<file path="config.mk">
export PLATFORM = sky130hd
export DESIGN_NAME = nonce_hash_engine
export DESIGN_NICKNAME = d
export VERILOG_FILES = /design/src/rtl/sha256_pkg.sv /design/src/rtl/sha256_round.sv /design/src/rtl/nonce_hash_engine.sv
export SDC_FILE = /design/constraint.sdc
export NUM_CORES = 2
export LEC_CHECK = 0
export CAP_MARGIN = 15
export CORE_AREA = 2 2 419 421
export DETAILED_ROUTE_END_ITERATION = 10
export DIE_AREA = 0 0 421 423
export PLACE_DENSITY_LB_ADDON = 0.08
export SETUP_SLACK_MARGIN = 0.1
export SYNTH_ARGS = -nofsm -noshare
export SYNTH_HDL_FRONTEND = slang
export SYNTH_HIERARCHICAL = 1
export SYNTH_SLANG_ARGS = --single-unit
</file>
<file path="constraint.sdc">
create_clock -name clk -period 12.15 [get_ports clk]
set_clock_uncertainty 0.05 [all_clocks]
set_input_delay 1.8225 -clock clk [delete_from_list [all_inputs] [get_ports clk]]
set_output_delay 1.8225 -clock clk [all_outputs]
set_load 0.01 [all_outputs]
</file>
<file path="src/rtl/sha256_pkg.sv">
// SHA-256 constants, shared types and bit-level helper functions for the nonce hash engine.
package sha256_pkg;

  typedef logic [31:0] word_t;
  typedef logic [2:0]  state_e;

  localparam state_e S_IDLE  = 3'd0;
  localparam state_e S_RUN2  = 3'd1;
  localparam state_e S_FIN2  = 3'd2;
  localparam state_e S_LOAD3 = 3'd3;
  localparam state_e S_RUN3  = 3'd4;
  localparam state_e S_FIN3  = 3'd5;
  localparam state_e S_DONE  = 3'd6;

  // Padding for the second hash: a single 256-bit message in one block
  localparam word_t PAD_WORD = 32'h80000000;
  localparam word_t LEN_WORD = 32'h00000100;

  localparam word_t IV [8] = '{
    32'h6a09e667, 32'hbb67ae85, 32'h3c6ef372, 32'ha54ff53a,
    32'h510e527f, 32'h9b05688c, 32'h1f83d9ab, 32'h5be0cd19
  };

  localparam word_t K [64] = '{
    32'h428a2f98, 32'h71374491, 32'hb5c0fbcf, 32'he9b5dba5, 32'h3956c25b, 32'h59f111f1, 32'h923f82a4, 32'hab1c5ed5,
    32'hd807aa98, 32'h12835b01, 32'h243185be, 32'h550c7dc3, 32'h72be5d74, 32'h80deb1fe, 32'h9bdc06a7, 32'hc19bf174,
    32'he49b69c1, 32'hefbe4786, 32'h0fc19dc6, 32'h240ca1cc, 32'h2de92c6f, 32'h4a7484aa, 32'h5cb0a9dc, 32'h76f988da,
    32'h983e5152, 32'ha831c66d, 32'hb00327c8, 32'hbf597fc7, 32'hc6e00bf3, 32'hd5a79147, 32'h06ca6351, 32'h14292967,
    32'h27b70a85, 32'h2e1b2138, 32'h4d2c6dfc, 32'h53380d13, 32'h650a7354, 32'h766a0abb, 32'h81c2c92e, 32'h92722c85,
    32'ha2bfe8a1, 32'ha81a664b, 32'hc24b8b70, 32'hc76c51a3, 32'hd192e819, 32'hd6990624, 32'hf40e3585, 32'h106aa070,
    32'h19a4c116, 32'h1e376c08, 32'h2748774c, 32'h34b0bcb5, 32'h391c0cb3, 32'h4ed8aa4a, 32'h5b9cca4f, 32'h682e6ff3,
    32'h748f82ee, 32'h78a5636f, 32'h84c87814, 32'h8cc70208, 32'h90befffa, 32'ha4506ceb, 32'hbef9a3f7, 32'hc67178f2
  };

  function automatic word_t rotr(input word_t x, input int unsigned n);
    return (x >> n) | (x << (32 - n));
  endfunction

  function automatic word_t bsig0(input word_t x);
    return rotr(x, 2) ^ rotr(x, 13) ^ rotr(x, 22);
  endfunction

  function automatic word_t bsig1(input word_t x);
    return rotr(x, 6) ^ rotr(x, 11) ^ rotr(x, 25);
  endfunction

  function automatic word_t ssig0(input word_t x);
    return rotr(x, 7) ^ rotr(x, 18) ^ (x >> 3);
  endfunction

  function automatic word_t ssig1(input word_t x);
    return rotr(x, 17) ^ rotr(x, 19) ^ (x >> 10);
  endfunction

  function automatic word_t ch(input word_t e, input word_t f, input word_t g);
    return (e & f) ^ (~e & g);
  endfunction

  function automatic word_t maj(input word_t a, input word_t b, input word_t c);
    return (a & b) ^ (a & c) ^ (b & c);
  endfunction

endpackage

</file>
<file path="src/rtl/sha256_round.sv">
// One combinational SHA-256 compression round; index 0 of the state vector is a, index 7 is h.
module sha256_round
  import sha256_pkg::*;
(
  input  word_t [7:0] state_i,
  input  word_t       w_i,
  input  word_t       k_i,
  output word_t [7:0] state_o
);

  word_t t1;
  word_t t2;

  always_comb begin
    t1 = state_i[7] + bsig1(state_i[4]) + ch(state_i[4], state_i[5], state_i[6]) + k_i + w_i;
    t2 = bsig0(state_i[0]) + maj(state_i[0], state_i[1], state_i[2]);
    state_o[0] = t1 + t2;
    state_o[1] = state_i[0];
    state_o[2] = state_i[1];
    state_o[3] = state_i[2];
    state_o[4] = state_i[3] + t1;
    state_o[5] = state_i[4];
    state_o[6] = state_i[5];
    state_o[7] = state_i[6];
  end

endmodule

</file>
<file path="src/rtl/nonce_hash_engine.sv">
// Per-nonce SHA256d engine: midstate + block-2 compression, then a second hash of that digest.
// Define FULL_DIGEST_EN to expose the whole final digest on digest_out.
module nonce_hash_engine
  import sha256_pkg::*;
#(
  parameter int ROUNDS = 64
) (
  input  logic              clk,
  input  logic              reset_n,
  input  logic              start,
  input  logic [15:0][31:0] input_message,
  input  logic [31:0]       input_hash0,
  input  logic [31:0]       input_hash1,
  input  logic [31:0]       input_hash2,
  input  logic [31:0]       input_hash3,
  input  logic [31:0]       input_hash4,
  input  logic [31:0]       input_hash5,
  input  logic [31:0]       input_hash6,
  input  logic [31:0]       input_hash7,
  output logic              done,
  output logic [31:0]       output_mod
`ifdef FULL_DIGEST_EN
  ,
  output logic [255:0]      digest_out
`endif
);

  state_e      state_q, state_d;
  logic [6:0]  t_q, t_d;
  word_t [15:0] w_q, w_d;
  word_t [7:0] work_q, work_d;
  word_t [7:0] hash_q, hash_d;
  word_t       out_q, out_d;
  word_t [7:0] hashIn;
  word_t [7:0] roundNext;
  word_t       wNew;
  logic        lastRound;
`ifdef FULL_DIGEST_EN
  logic [255:0] digest_q, digest_d;
`endif

  assign hashIn = {input_hash7, input_hash6, input_hash5, input_hash4,
                   input_hash3, input_hash2, input_hash1, input_hash0};
  assign wNew      = w_q[0] + ssig0(w_q[1]) + w_q[9] + ssig1(w_q[14]);
  assign lastRound = (t_q == 7'(ROUNDS - 1));

  sha256_round u_round (
    .state_i (work_q),
    .w_i     (w_q[0]),
    .k_i     (K[t_q[5:0]]),
    .state_o (roundNext)
  );

  always_comb begin
    state_d = state_q;
    t_d     = t_q;
    w_d     = w_q;
    work_d  = work_q;
    hash_d  = hash_q;
    out_d   = out_q;
`ifdef FULL_DIGEST_EN
    digest_d = digest_q;
`endif
    case (state_q)
      S_IDLE: begin
        if (start) begin
          w_d     = input_message;
          hash_d  = hashIn;
          work_d  = hashIn;
          t_d     = '0;
          state_d = S_RUN2;
        end
      end
      S_RUN2, S_RUN3: begin
        work_d = roundNext;
        for (int i = 0; i < 15; i++) w_d[i] = w_q[i+1];
        w_d[15] = wNew;
        t_d     = t_q + 7'd1;
        if (lastRound) state_d = (state_q == S_RUN2) ? S_FIN2 : S_FIN3;
      end
      S_FIN2: begin
        for (int i = 0; i < 8; i++) hash_d[i] = hash_q[i] + work_q[i];
        state_d = S_LOAD3;
      end
      // The phase-2 digest becomes a single padded block hashed from the IV
      S_LOAD3: begin
        for (int i = 0; i < 8; i++) begin
          w_d[i]    = hash_q[i];
          hash_d[i] = IV[i];
          work_d[i] = IV[i];
        end
        w_d[8] = PAD_WORD;
        for (int i = 9; i < 15; i++) w_d[i] = '0;
        w_d[15] = LEN_WORD;
        t_d     = '0;
        state_d = S_RUN3;
      end
      S_FIN3: begin
        out_d = hash_q[0] + work_q[0];
`ifdef FULL_DIGEST_EN
        for (int i = 0; i < 8; i++) digest_d[255 - 32*i -: 32] = hash_q[i] + work_q[i];
`endif
        state_d = S_DONE;
      end
      S_DONE: begin
        if (!start) state_d = S_IDLE;
      end
      default: state_d = S_IDLE;
    endcase
  end

  always_ff @(posedge clk or negedge reset_n) begin
    if (!reset_n) begin
      state_q <= S_IDLE;
      t_q     <= '0;
      w_q     <= '0;
      work_q  <= '0;
      hash_q  <= '0;
      out_q   <= '0;
`ifdef FULL_DIGEST_EN
      digest_q <= '0;
`endif
    end else begin
      state_q <= state_d;
      t_q     <= t_d;
      w_q     <= w_d;
      work_q  <= work_d;
      hash_q  <= hash_d;
      out_q   <= out_d;
`ifdef FULL_DIGEST_EN
      digest_q <= digest_d;
`endif
    end
  end

  assign done       = (state_q == S_DONE);
  assign output_mod = out_q;
`ifdef FULL_DIGEST_EN
  assign digest_out = digest_q;
`endif

endmodule

</file>
==> impl_metrics.tcl <==
set metrics [dict create \
    syn_avg_cell_area_um2 8.66 \
    grt_max_degree 193 \
    drv_cap 0 \
    wl_per_cell_um 33.5 \
    fmax_ghz 0.101 \
    dieArea_um2 178000 \
    rows 153 \
    vias_per_cell 6.53 \
    drc 0 \
    clk_path_buf_depth 3 \
    ios 804 \
    critPathBufInv 5 \
    antenna_left 0 \
    antenna_found_initial 33 \
    async_flop_share_pct 100 \
    h-tree-depth 4 \
    status "finished, final reports clean" \
    globalRouteTotalUtil_pct 42.4 \
    holdBufCountCts 0 \
    synth-seq-area-share_pct 34.3 \
    numPortBuffers 803 \
    p_clk_share_pct 52.3 \
    vias 75921 \
    worst-path-max-fanout 22 \
    finalHoldViolCount 0 \
    relSlewSlack_pct 15.9 \
    die_h_um 423 \
    grt_pass1_wl_mm 544 \
    syn2layout_area_growth_pct 16.8 \
    grt_overflow 0 \
    seqCellArea_um2 26700 \
    hpwl_mm 290 \
    ys_ff_latch 1066 \
    internal-power_w 0.00644 \
    final_common_cell "nor2_1" \
    p_comb_share_pct 5.6 \
    setup_viol 0 \
    cp.required_ns 12.78 \
    netlist_area_um2 77700 \
    synth_top_cell_area_share_pct 34.3 \
    crit_slowest_cell "ha_1" \
    fillerInstances 16207 \
    worstMarginPinSlew_ns 1.26 \
    p_sw_w 0.00199 \
    slew_viol_final 0 \
    cpPeakStageDelay_ns 0.72 \
    fin_tns_setup_ns 0 \
    cts-root-buf "clkbuf_16" \
    finalNetCount 10525 \
    critical_path.top_delay_family "compound AO/OA/AOI/OAI gates" \
    p_per_area_nw_per_um2 92.9 \
    seqPwrFrac_pct 42.1 \
    drive_gt1_share_pct 5.06 \
    p_total_w 0.00843 \
    critPathKind "reg -> reg" \
    netlist_top_cells_area "dfrtp_1 (34%), a221oi_1 (7.0%), nor2_1 (7.0%)" \
    cts_tree "done" \
    postSynthCellCount 8974 \
    core_area_um2 173000 \
    fin_cells 11630 \
    placed_cells 11359 \
    ys_warn_count 6 \
    cts_setup_buffers 0 \
    synth_area_leader_cell "dfrtp_1" \
    rsz0062_at_grt "no" \
    ir_worst_vdd_mv 0.107 \
    cts_sinks 1066 \
    cp-start-kind "flop" \
    period_needed_ns 9.92 \
    mostFrequentLayoutCells "nor2_1 (1,451), dfrtp_1 (1,060), clkdlybuf4s50_1 (802)" \
    multiInputGateArea_um2 45600 \
    synth-edff-count 0 \
    drtIter0Drc 10238 \
    leakage_nw 38.7 \
    first_pass_iters 8 \
    cts_resized 0 \
    period_share_pct 81.6 \
    cts_buffers 134 \
    finalWirelength_mm 389 \
    gp_congestion 1.05 \
    fp.dieW_um 421 \
    clk_latency_ns 0.82 \
    synth-main-ff-cell "dfrtp_1" \
    grt_pass1_vias 71198 \
    synth_cell_types 105 \
    end_kind "flop" \
    sw_frac_of_total_pct 23.6 \
    start_util_pct 44.8 \
    synthesis.nets 10329 \
    arrival_ns 10.55 \
    clkTransAtPathRegs_ns 0.07 \
    hp-class "reg -> reg" \
]
## final timing paths
check	start	end	slack, ns	depth (start not counted)
min reg2reg	w_q[483]	w_q[483]	0.43	2
min in group asynchronous	reset_n	w_q[171]	1.04	1
max reg2reg	t_q[1]	work_q[30]	2.23	35
max	t_q[1]	work_q[30]	2.23	35
min	w_q[483]	w_q[483]	0.43	2
max in group asynchronous	reset_n	w_q[505]	8.89	3
## final cells by class
class / count / area share, %
well taps: 2325 / 3.21
flip-flops and latches: 1066 / 29.4
inverters: 431 / 1.78
clock buffers: 198 / 4.37
multi-input cells: 6614 / 50.2
repair buffers: 923 / 10.1
clock inverters: 50 / 0.892
diodes: 23 / 0.0634
## power groups by stage
stage	sequential [W]	clock, W	combinational (W)
after floorplan	0.00362	0	0.0000488
after global placement	0.00362	0	0.000471
after detailed placement	0.00362	0	0.000468
after CTS	0.00355	0.00442	0.000472
after global routing	0.00355	0.00456	0.000492
final	0.00355	0.00441	0.000475
## flip-flops by register name, summed over array words and instances (netlist names)
signal / count
w_q: 512
work_q: 256
output_mod: 32
hash_q: 256
state_q: 3
t_q: 7
## stage by stage
step	setup slack [ns]	utilization [%]	hold WS [ns]	cell area (um^2)
final	2.23	52.4	0.432	90700
after global routing	1.72	52.4	0.453	90700
after floorplan	3.59	-	0.400	77700
after detailed placement	2.48	49.6	0.421	85900
after CTS	2.40	52.3	0.434	90700
after global placement	2.66	49.6	0.412	85900
## kinds of logic after synthesis
group           synth area share [%]
compound gates                  26.5
xor+xnor                        6.62
fa+ha+maj                       11.3
buf+inv                         7.20
flops                           34.3
mux                            0.921
simple gates                    13.1
## metal layers
layer	vias up	global-route usage, %	routed length (um)
met5	-	0	120
met4	16	26.1	28300
met3	899	9.18	38500
met2	4545	61.5	165000
met1	37875	57.6	158000
li1	32586	-	-
## synthesized netlist by cell type, drive strengths merged (243+ instances only)
cell and instances:
a221oi 629, o22a 256, buf 243, a21oi 482
o21ai 636, ha 389, xnor2 368, nand2 512
nor2 1455, inv 429, clkbuf 620, dfrtp 1066
o22ai 289
## worst reg2reg max path, delay by kind of cell (launching register included)
family	cells	cell delay [ns]
xor gates and xnor gates	2	0.34
AOI/OAI and AO/OA	15	3.69
buffers and inverters	5	0.69
DFF	1	0.35
and+or+nand+nor	6	1.34
adders and majority gates	7	3.34
No activity file was read; power rests on OpenSTA's default activity.
